==> src/rtl/l2_arbiter.sv <==
// Two-port arbiter between the split L1 caches and the shared L2.
// Grants one line transaction at a time, round-robin on ties, and returns the L2 line with a one-cycle pulse.
module l2_arbiter #(
  parameter int ADDR_W = 16,
  parameter int LINE_W = 128
) (
  input  logic              clk,
  input  logic              rst_n,
  input  logic [ADDR_W-1:0] i_address,
  input  logic              i_read,
  output logic [LINE_W-1:0] i_rdata,
  output logic              i_resp,
  input  logic [ADDR_W-1:0] d_address,
  input  logic [LINE_W-1:0] d_wdata,
  input  logic              d_read,
  input  logic              d_write,
  output logic [LINE_W-1:0] d_rdata,
  output logic              d_resp,
  output logic [ADDR_W-1:0] l2_address,
  output logic [LINE_W-1:0] l2_wdata,
  output logic              l2_read,
  output logic              l2_write,
  input  logic [LINE_W-1:0] l2_rdata,
  input  logic              l2_resp
);

  typedef enum logic [1:0] {
    IDLE = 2'd0,
    BUSY = 2'd1,
    DONE = 2'd2
  } state_t;

  typedef enum logic {
    PORT_I = 1'b0,
    PORT_D = 1'b1
  } port_t;

  state_t            state_q, state_d;
  port_t             grant_q, grant_d;
  port_t             last_grant_q, last_grant_d;
  logic              op_write_q, op_write_d;
  logic [ADDR_W-1:0] addr_q, addr_d;
  logic [LINE_W-1:0] wdata_q, wdata_d;
  logic [LINE_W-1:0] i_rdata_q, i_rdata_d;
  logic [LINE_W-1:0] d_rdata_q, d_rdata_d;

  logic              i_req;
  logic              d_req;
  logic              any_req;
  port_t             winner;

  // Tie goes to whichever port was not served last.
  always_comb begin
    i_req   = i_read;
    d_req   = d_read | d_write;
    any_req = i_req | d_req;
    winner  = PORT_I;
    if (i_req && d_req) begin
      winner = (last_grant_q == PORT_I) ? PORT_D : PORT_I;
    end else if (d_req) begin
      winner = PORT_D;
    end
  end

  always_ff @(posedge clk or negedge rst_n) begin
    if (!rst_n) begin
      state_q <= IDLE;
    end else begin
      state_q <= state_d;
    end
  end

  always_comb begin
    state_d = state_q;
    case (state_q)
      IDLE:    if (any_req) state_d = BUSY;
      BUSY:    if (l2_resp) state_d = DONE;
      DONE:    state_d = IDLE;
      default: state_d = IDLE;
    endcase
  end

  // Request fields are captured only at grant, so requester changes during BUSY are ignored.
  always_comb begin
    grant_d      = grant_q;
    last_grant_d = last_grant_q;
    op_write_d   = op_write_q;
    addr_d       = addr_q;
    wdata_d      = wdata_q;
    i_rdata_d    = i_rdata_q;
    d_rdata_d    = d_rdata_q;
    if (state_q == IDLE && any_req) begin
      grant_d      = winner;
      last_grant_d = winner;
      if (winner == PORT_D) begin
        addr_d     = d_address;
        wdata_d    = d_wdata;
        op_write_d = d_write;
      end else begin
        addr_d     = i_address;
        op_write_d = 1'b0;
      end
    end
    if (state_q == BUSY && l2_resp && !op_write_q) begin
      if (grant_q == PORT_I) begin
        i_rdata_d = l2_rdata;
      end else begin
        d_rdata_d = l2_rdata;
      end
    end
  end

  always_ff @(posedge clk or negedge rst_n) begin
    if (!rst_n) begin
      grant_q      <= PORT_I;
      last_grant_q <= PORT_D;
      op_write_q   <= 1'b0;
      addr_q       <= '0;
      wdata_q      <= '0;
      i_rdata_q    <= '0;
      d_rdata_q    <= '0;
    end else begin
      grant_q      <= grant_d;
      last_grant_q <= last_grant_d;
      op_write_q   <= op_write_d;
      addr_q       <= addr_d;
      wdata_q      <= wdata_d;
      i_rdata_q    <= i_rdata_d;
      d_rdata_q    <= d_rdata_d;
    end
  end

  // Strobes and pulses decode straight from state flops, so reset clears them asynchronously.
  always_comb begin
    l2_read  = (state_q == BUSY) && !op_write_q;
    l2_write = (state_q == BUSY) && op_write_q;
    i_resp   = (state_q == DONE) && (grant_q == PORT_I);
    d_resp   = (state_q == DONE) && (grant_q == PORT_D);
  end

  assign l2_address = addr_q;
  assign l2_wdata   = wdata_q;
  assign i_rdata    = i_rdata_q;
  assign d_rdata    = d_rdata_q;

endmodule

==> config.mk <==
export PLATFORM = sky130hd
export DESIGN_NAME = l2_arbiter
export DESIGN_NICKNAME = d
export VERILOG_FILES = /design/src/rtl/l2_arbiter.sv
export SDC_FILE = /design/constraint.sdc
export NUM_CORES = 1
export LEC_CHECK = 0
export CAP_MARGIN = 20
export CORE_AREA = 2 2 268 270
export DETAILED_ROUTE_END_ITERATION = 6
export DIE_AREA = 0 0 270 272
export SKIP_CTS_REPAIR_TIMING = 1
export SLEW_MARGIN = 20
export SYNTH_ARGS = -nofsm -noshare
export SYNTH_HDL_FRONTEND = slang
export SYNTH_SLANG_ARGS = --single-unit
==> constraint.sdc <==
create_clock -name clk -period 2.16 [get_ports clk]
set_input_delay 0.324 -clock clk [delete_from_list [all_inputs] [get_ports clk]]
set_output_delay 0.324 -clock clk [all_outputs]
set_load 0.01 [all_outputs]
==> results of run 1 <==
-- cell type report --
type	instances	area, µm²	area share
antenna	1	2.502	0.00009819
multi-input combinational	433	4852	0.1904
inverter	2	7.507	0.0002946
clock inverter	12	116.4	0.004566
sequential	405	10140	0.3979
timing repair buffer	770	7755	0.3043
clock buffer	75	1424	0.05587
tap	950	1189	0.04664
-- cells in the final DEF, fill, tap and decap left out, types with 2 or more instances in the layout --
| master | n |
|---|---|
| nor2_1 | 3 |
| clkbuf_8 | 10 |
| mux2_1 | 21 |
| a21o_1 | 2 |
| clkinv_2 | 8 |
| dfrtp_2 | 3 |
| dfrtp_1 | 401 |
| clkbuf_1 | 16 |
| bufinv_16 | 2 |
| buf_12 | 17 |
| mux2_2 | 395 |
| dlymetal6s2s_1 | 4 |
| inv_1 | 2 |
| clkdlybuf4s50_1 | 692 |
| buf_4 | 55 |
| clkbuf_16 | 49 |
-- synthesized netlist by cell type, drive strengths merged --
library cell / number
a21o: 2
a22o: 1
and3b: 1
buf: 45
dfrtp: 404
dfstp: 1
inv: 2
mux2: 416
nand2b: 1
nand3: 1
nor2: 3
nor3: 1
nor3b: 2
nor4: 1
o21ai: 1
o2bb2ai: 1
o31a: 1
o31ai: 1
-- cells by family (layout without fill, tap and decap cells) --
kind of cell | after synthesis | after routing
buffers and inverters | 47 | 859
AOI/OAI and AO/OA | 7 | 7
and+or+nand+nor | 10 | 10
other | 0 | 1
muxes | 416 | 416
DFF | 405 | 405
-- flip-flops by register name (all words and copies together), names as in the netlist --
register and count:
grant_q 1, op_write_q 1, l2_wdata 128, i_rdata 128, state_q 2, last_grant_q 1, d_rdata 128, l2_address 16
-- power by group through the flow --
stage	Combinational (µW)	Clock, µW	Sequential, µW
2_1_floorplan	5520	0	15300
3_3_place_gp	17800	0	13700
3_5_place_dp	18000	0	13800
4_1_cts	18100	8200	13700
5_1_grt	18800	8490	14200
6_report	17800	7910	13700
-- per-stage QoR --
stage          hold slack, ns  cells  instance area (µm²)
4_1_cts               -0.2494   2646                25450
5_1_grt                0.3394   2648                25490
6_report               0.3736   2648                25490
2_1_floorplan         0.02841    885                15300
3_5_place_dp           0.3799   2559                23910
3_3_place_gp           0.3691   2559                23910
-- final timing paths --
check | from | to | slack, ns | cells after the start
hold / removal | d_wdata[28] | l2_wdata[28] | 0.37 | 2
min in group asynchronous | rst_n | d_rdata[98] | 0.38 | 2
max in group asynchronous | rst_n | l2_wdata[54] | 1.03 | 3
hold reg to reg | d_rdata[15] | d_rdata[15] | 0.49 | 1
setup / recovery | l2_wdata[28] | l2_wdata[28] | 0.24 | 1
setup reg to reg | state_q[1] | i_rdata[7] | 0.28 | 5
-- metal layers --
layer	track usage	up-vias	wire length [µm]
met3	0.04743	75	4284
met5	0	-	0
met2	0.2329	463	25170
li1	-	4716	-
met4	0.04167	0	1351
met1	0.1389	5304	17670
==> flow_summary.ini, run 1 <==
[placed_design]
dp_hpwl_um = 37450
place_ws_ns = 0.01069
portBuffers = 697
gp_congestion = 0.8477

[yosys]
postSynthCellCount = 885
synth_top_family_by_area = multiplexers
synth_mux_area_frac = 0.3061
synth_top_area_cell = dfrtp_1
synthesis.nets = 1179
synthXorXnorAreaFrac = 0
synth_compound_area_frac = 0.003925
ys_ff_latch = 405
yosys_warnings = 0
synth-simple-area-share = 0.004824
synth_area_um2 = 15300
ys_top_cells_by_area = dfrtp_1 66%, mux2_2 29%, mux2_1 1.5%
ys_seq_area_frac = 0.6624
synth_adder_area_share = 0
synth_top_area_share = 0.6607
syn_area_per_cell_um2 = 17.29
yosysUniqueCellTypes = 22

[global_route]
grt_start_max_net_pins = 68
grt_pass1_vias = 11830
grt_pass1_wl_um = 73100
track_usage = 0.1288
antenna_found_initial = 1
overflow = 0

[floorplan]
core_area_um2 = 70750
die_x_um = 270
die_h_um = 272
die-area_um2 = 73440
io_pins = 698
rows = 98
start_util = 0.2163

[pwr]
p_clk_frac = 0.201
ir_drop_mv = 0.8440
p_comb_frac = 0.451
swShare = 0.3030
power_frac_seq = 0.348
pwr_density_cell_nw_per_um2 = 1544
p_leak_uw = 0.01050
p_int_uw = 27420
fin_total_pwr_uw = 39350
power.switching_uw = 11920

[timing]
fin_crit_sh = 0.8902
fmax_mhz = 520.0
hold_viol = 0
tightest_slew_ns = 0.8396
finalMaxSlewViolations = 0
skew_ns = 0.01607
fin_crit_ns = 1.923
finalSetupTns_ns = 0
setup_ws_ns = 0.2371
worst_slew_margin_rel = 0.4403
setup_viol = 0
rsz0062_at_grt = false

[critical_path]
cp_top_family = buffers and inverters
crit_chain = clkdlybuf4s50_1
crit_fanout = 2
arrival_ns = 1.60
crit_type = register to output pin
critPathSlowestCell = clkdlybuf4s50_1
max_stage_delay_ns = 0.58
path_buf_inv = 1
end_kind = output pin
worstPathRequired_ns = 1.84
start_kind = register

[drt]
ant_nets = 0
via_per_inst = 3.987
drt_iter0_drc = 259
drt_wl_total_um = 48470
num_vias = 10560
wl_per_cell_um = 18.31
drc = 0
dr.pass1.iters = 4

[min_path]
hold_path_class = primary input to register

[clocking]
cts_buffers = 47
cts_max_path_buffers = 3
cts_tree = built
cts_num_sinks = 405
cts_max_level = 2
clockRootBuffer = clkbuf_16
clock_latency_ns = 0.56
path_clk_slew_ns = 0.06

[run_status]
status = finished, final reports clean

[cells_and_area]
area_growth_pct = 66.55
finish.utilization = 0.3602
drive_gt1_frac = 0.3229
fillCellCount = 6828
nets = 1953

[run]
drv_cap = 0
(Power assumes the default switching activity.)
==> inputs of run 2 (changes only) <==
Settings changed: CTS_CLUSTER_DIAMETER set to 80.
==> results of run 2 <==
Same layout as run 1: the final DEF is identical, and so are final timing and power.
==> inputs of run 3 (changes only) <==
Settings changed: CORE_AREA 2 2 268 270 to 2 2 274 276, DIE_AREA 0 0 270 272 to 0 0 276 278.
Clock period 2.16 ns to 2.5 ns, I/O delays scaled along.
==> run 3 against run 2 <==
Compared with the run above: the flow now finishes with violations (DRC); sequential share of layout area is 0.089 points higher; total power decreased by 14%; clock power shrank 14%; critical path type unchanged; via count is 1.4% lower; final area decreased by 0.24%; global-route usage fell by 0.49 points; sequential power is 13% lower; non-clock buffer count down 11.
==> flow_summary.ini, run 3 (synthesis gave the netlist of run 1 again) <==
[floorplan]
core_area_um2 = 73820
start_util = 0.2073
rows = 100
io_pins = 698
die_x_um = 276
die_h_um = 278
die-area_um2 = 76730

[cells_and_area]
fillCellCount = 7171
layout_commonest_cell = clkdlybuf4s50_1
antennaDiodeCount = 0
finish.utilization = 0.3444
area_growth_pct = 66.16
nets = 1941
final_cell_mix = 696 x clkdlybuf4s50_1, 402 x dfrtp_1, 395 x mux2_2
drive_gt1_frac = 0.3210

[critical_path]
reg2regPathDepth = 5
r2r_slack_ns = 0.54
end_kind = output pin
worstPathRequired_ns = 2.12
worstSetupStartpoint = state_q[1]
arrival_ns = 2.02
reg2reg_from = state_q[1]
reg2reg_to = i_rdata[19]
crit_end = l2_read
crit_fanout = 6
crit_type = register to output pin
start_kind = register

[drt]
drc = 39
drt_iter0_drc = 267
dr.pass1.iters = 7
via_per_inst = 3.928
ant_nets = 0
num_vias = 10410
drt_wl_total_um = 48530
wl_per_cell_um = 18.31

[timing]
rsz0062_at_grt = false
fin_crit_sh = 0.9592
setup_viol = 0
fmax_mhz = 417.0
fin_crit_ns = 2.398
hold_viol = 0
skew_ns = 0.01356
tightest_slew_ns = 0.5473
worst_slew_margin_rel = 0.6352
finalMaxSlewViolations = 0
fin_hold_ws_ns = 0.3595

[clocking]
clock_latency_ns = 0.56
cts_tree = built
clockRootBuffer = clkbuf_16
cts_max_level = 2
path_clk_slew_ns = 0.06
cts_num_sinks = 405
cts_buffers = 46
cts_max_path_buffers = 3

[global_route]
overflow = 0
grt_start_max_net_pins = 71
grt_pass1_wl_um = 73720
track_usage = 0.1239
antenna_found_initial = 1
grt_pass1_vias = 11910

[pwr]
ir_drop_mv = 0.7057
pwr_density_cell_nw_per_um2 = 1333
p_leak_uw = 0.01040

[run_status]
violations = DRC
status = finished, violations left

[placed_design]
dp_hpwl_um = 37780
portBuffers = 697
gp_congestion = 0.7994

[min_path]
hold_path_class = primary input to async pin

[run]
drv_cap = 0
-- run 3: cell count changes in the layout (fill, tap and decap cells not counted), moves of 2 or more --
cell and delta:
buf_4 -12, clkbuf_1 -7, clkdlybuf4s50_1 +4, dlymetal6s2s_1 -4, clkbuf_8 +3, clkbuf_16 -2
clkinv_2 +2
-- run 3: layout make-up --
cell class,count,area [µm²],area share
Tap cell,969,1212,0.04768
Clock inverter,14,148.9,0.005856
Clock buffer,69,1389,0.05462
Multi-Input combinational cell,433,4855,0.1909
Inverter,2,7.507,0.0002953
Sequential cell,405,10140,0.3988
Timing Repair Buffer,759,7675,0.3019
-- run 3: worst min path at each step --
stage	from	to	slack, ns
global route	rst_n	i_rdata[27]	0.36
finish	rst_n	i_rdata[27]	0.36
CTS	rst_n	d_rdata[24]	-0.26
floorplan	rst_n	d_rdata[0]	0.08
detailed placement	rst_n	d_rdata[26]	0.36
global placement	rst_n	d_rdata[26]	0.35
-- run 3: per-layer routing --
metal | track usage | wire, µm | vias up
li1 | - | - | 4677
met1 | 0.1319 | 17550 | 5222
met2 | 0.2274 | 25500 | 429
met3 | 0.04072 | 3848 | 83
met4 | 0.04554 | 1618 | 2
met5 | 0 | 13 | -
-- run 3: metrics by stage --
stage | setup slack, ns | std cells | setup TNS [ns] | power (µW) | cell area (µm²)
after floorplan | 0.8048 | 885 | 0 | 17970 | 15300
after global placement | 0.2451 | 2567 | 0 | 27060 | 23870
after detailed placement | 0.2327 | 2567 | 0 | 27400 | 23870
after CTS | -0.04719 | 2650 | -0.04719 | 34450 | 25400
after global routing | 0.02165 | 2651 | 0 | 35750 | 25430
final | 0.1021 | 2651 | 0 | 33880 | 25430
-- run 3: power by group --
group          leakage [µW]  internal [µW]  switching [µW]  total (µW)
Sequential          0.00480           9960            1920       11900
Clock              0.000769           4130            2640        6770
Combinational       0.00482           9580            5670       15200
Total                0.0104          23700           10200       33900
-- run 3: worst max-delay path: stages (launching register included) --
cell	delay [ns]
dfrtp_2	0.46
nor3b_4	0.27
buf_4	0.17
clkdlybuf4s50_1	0.55
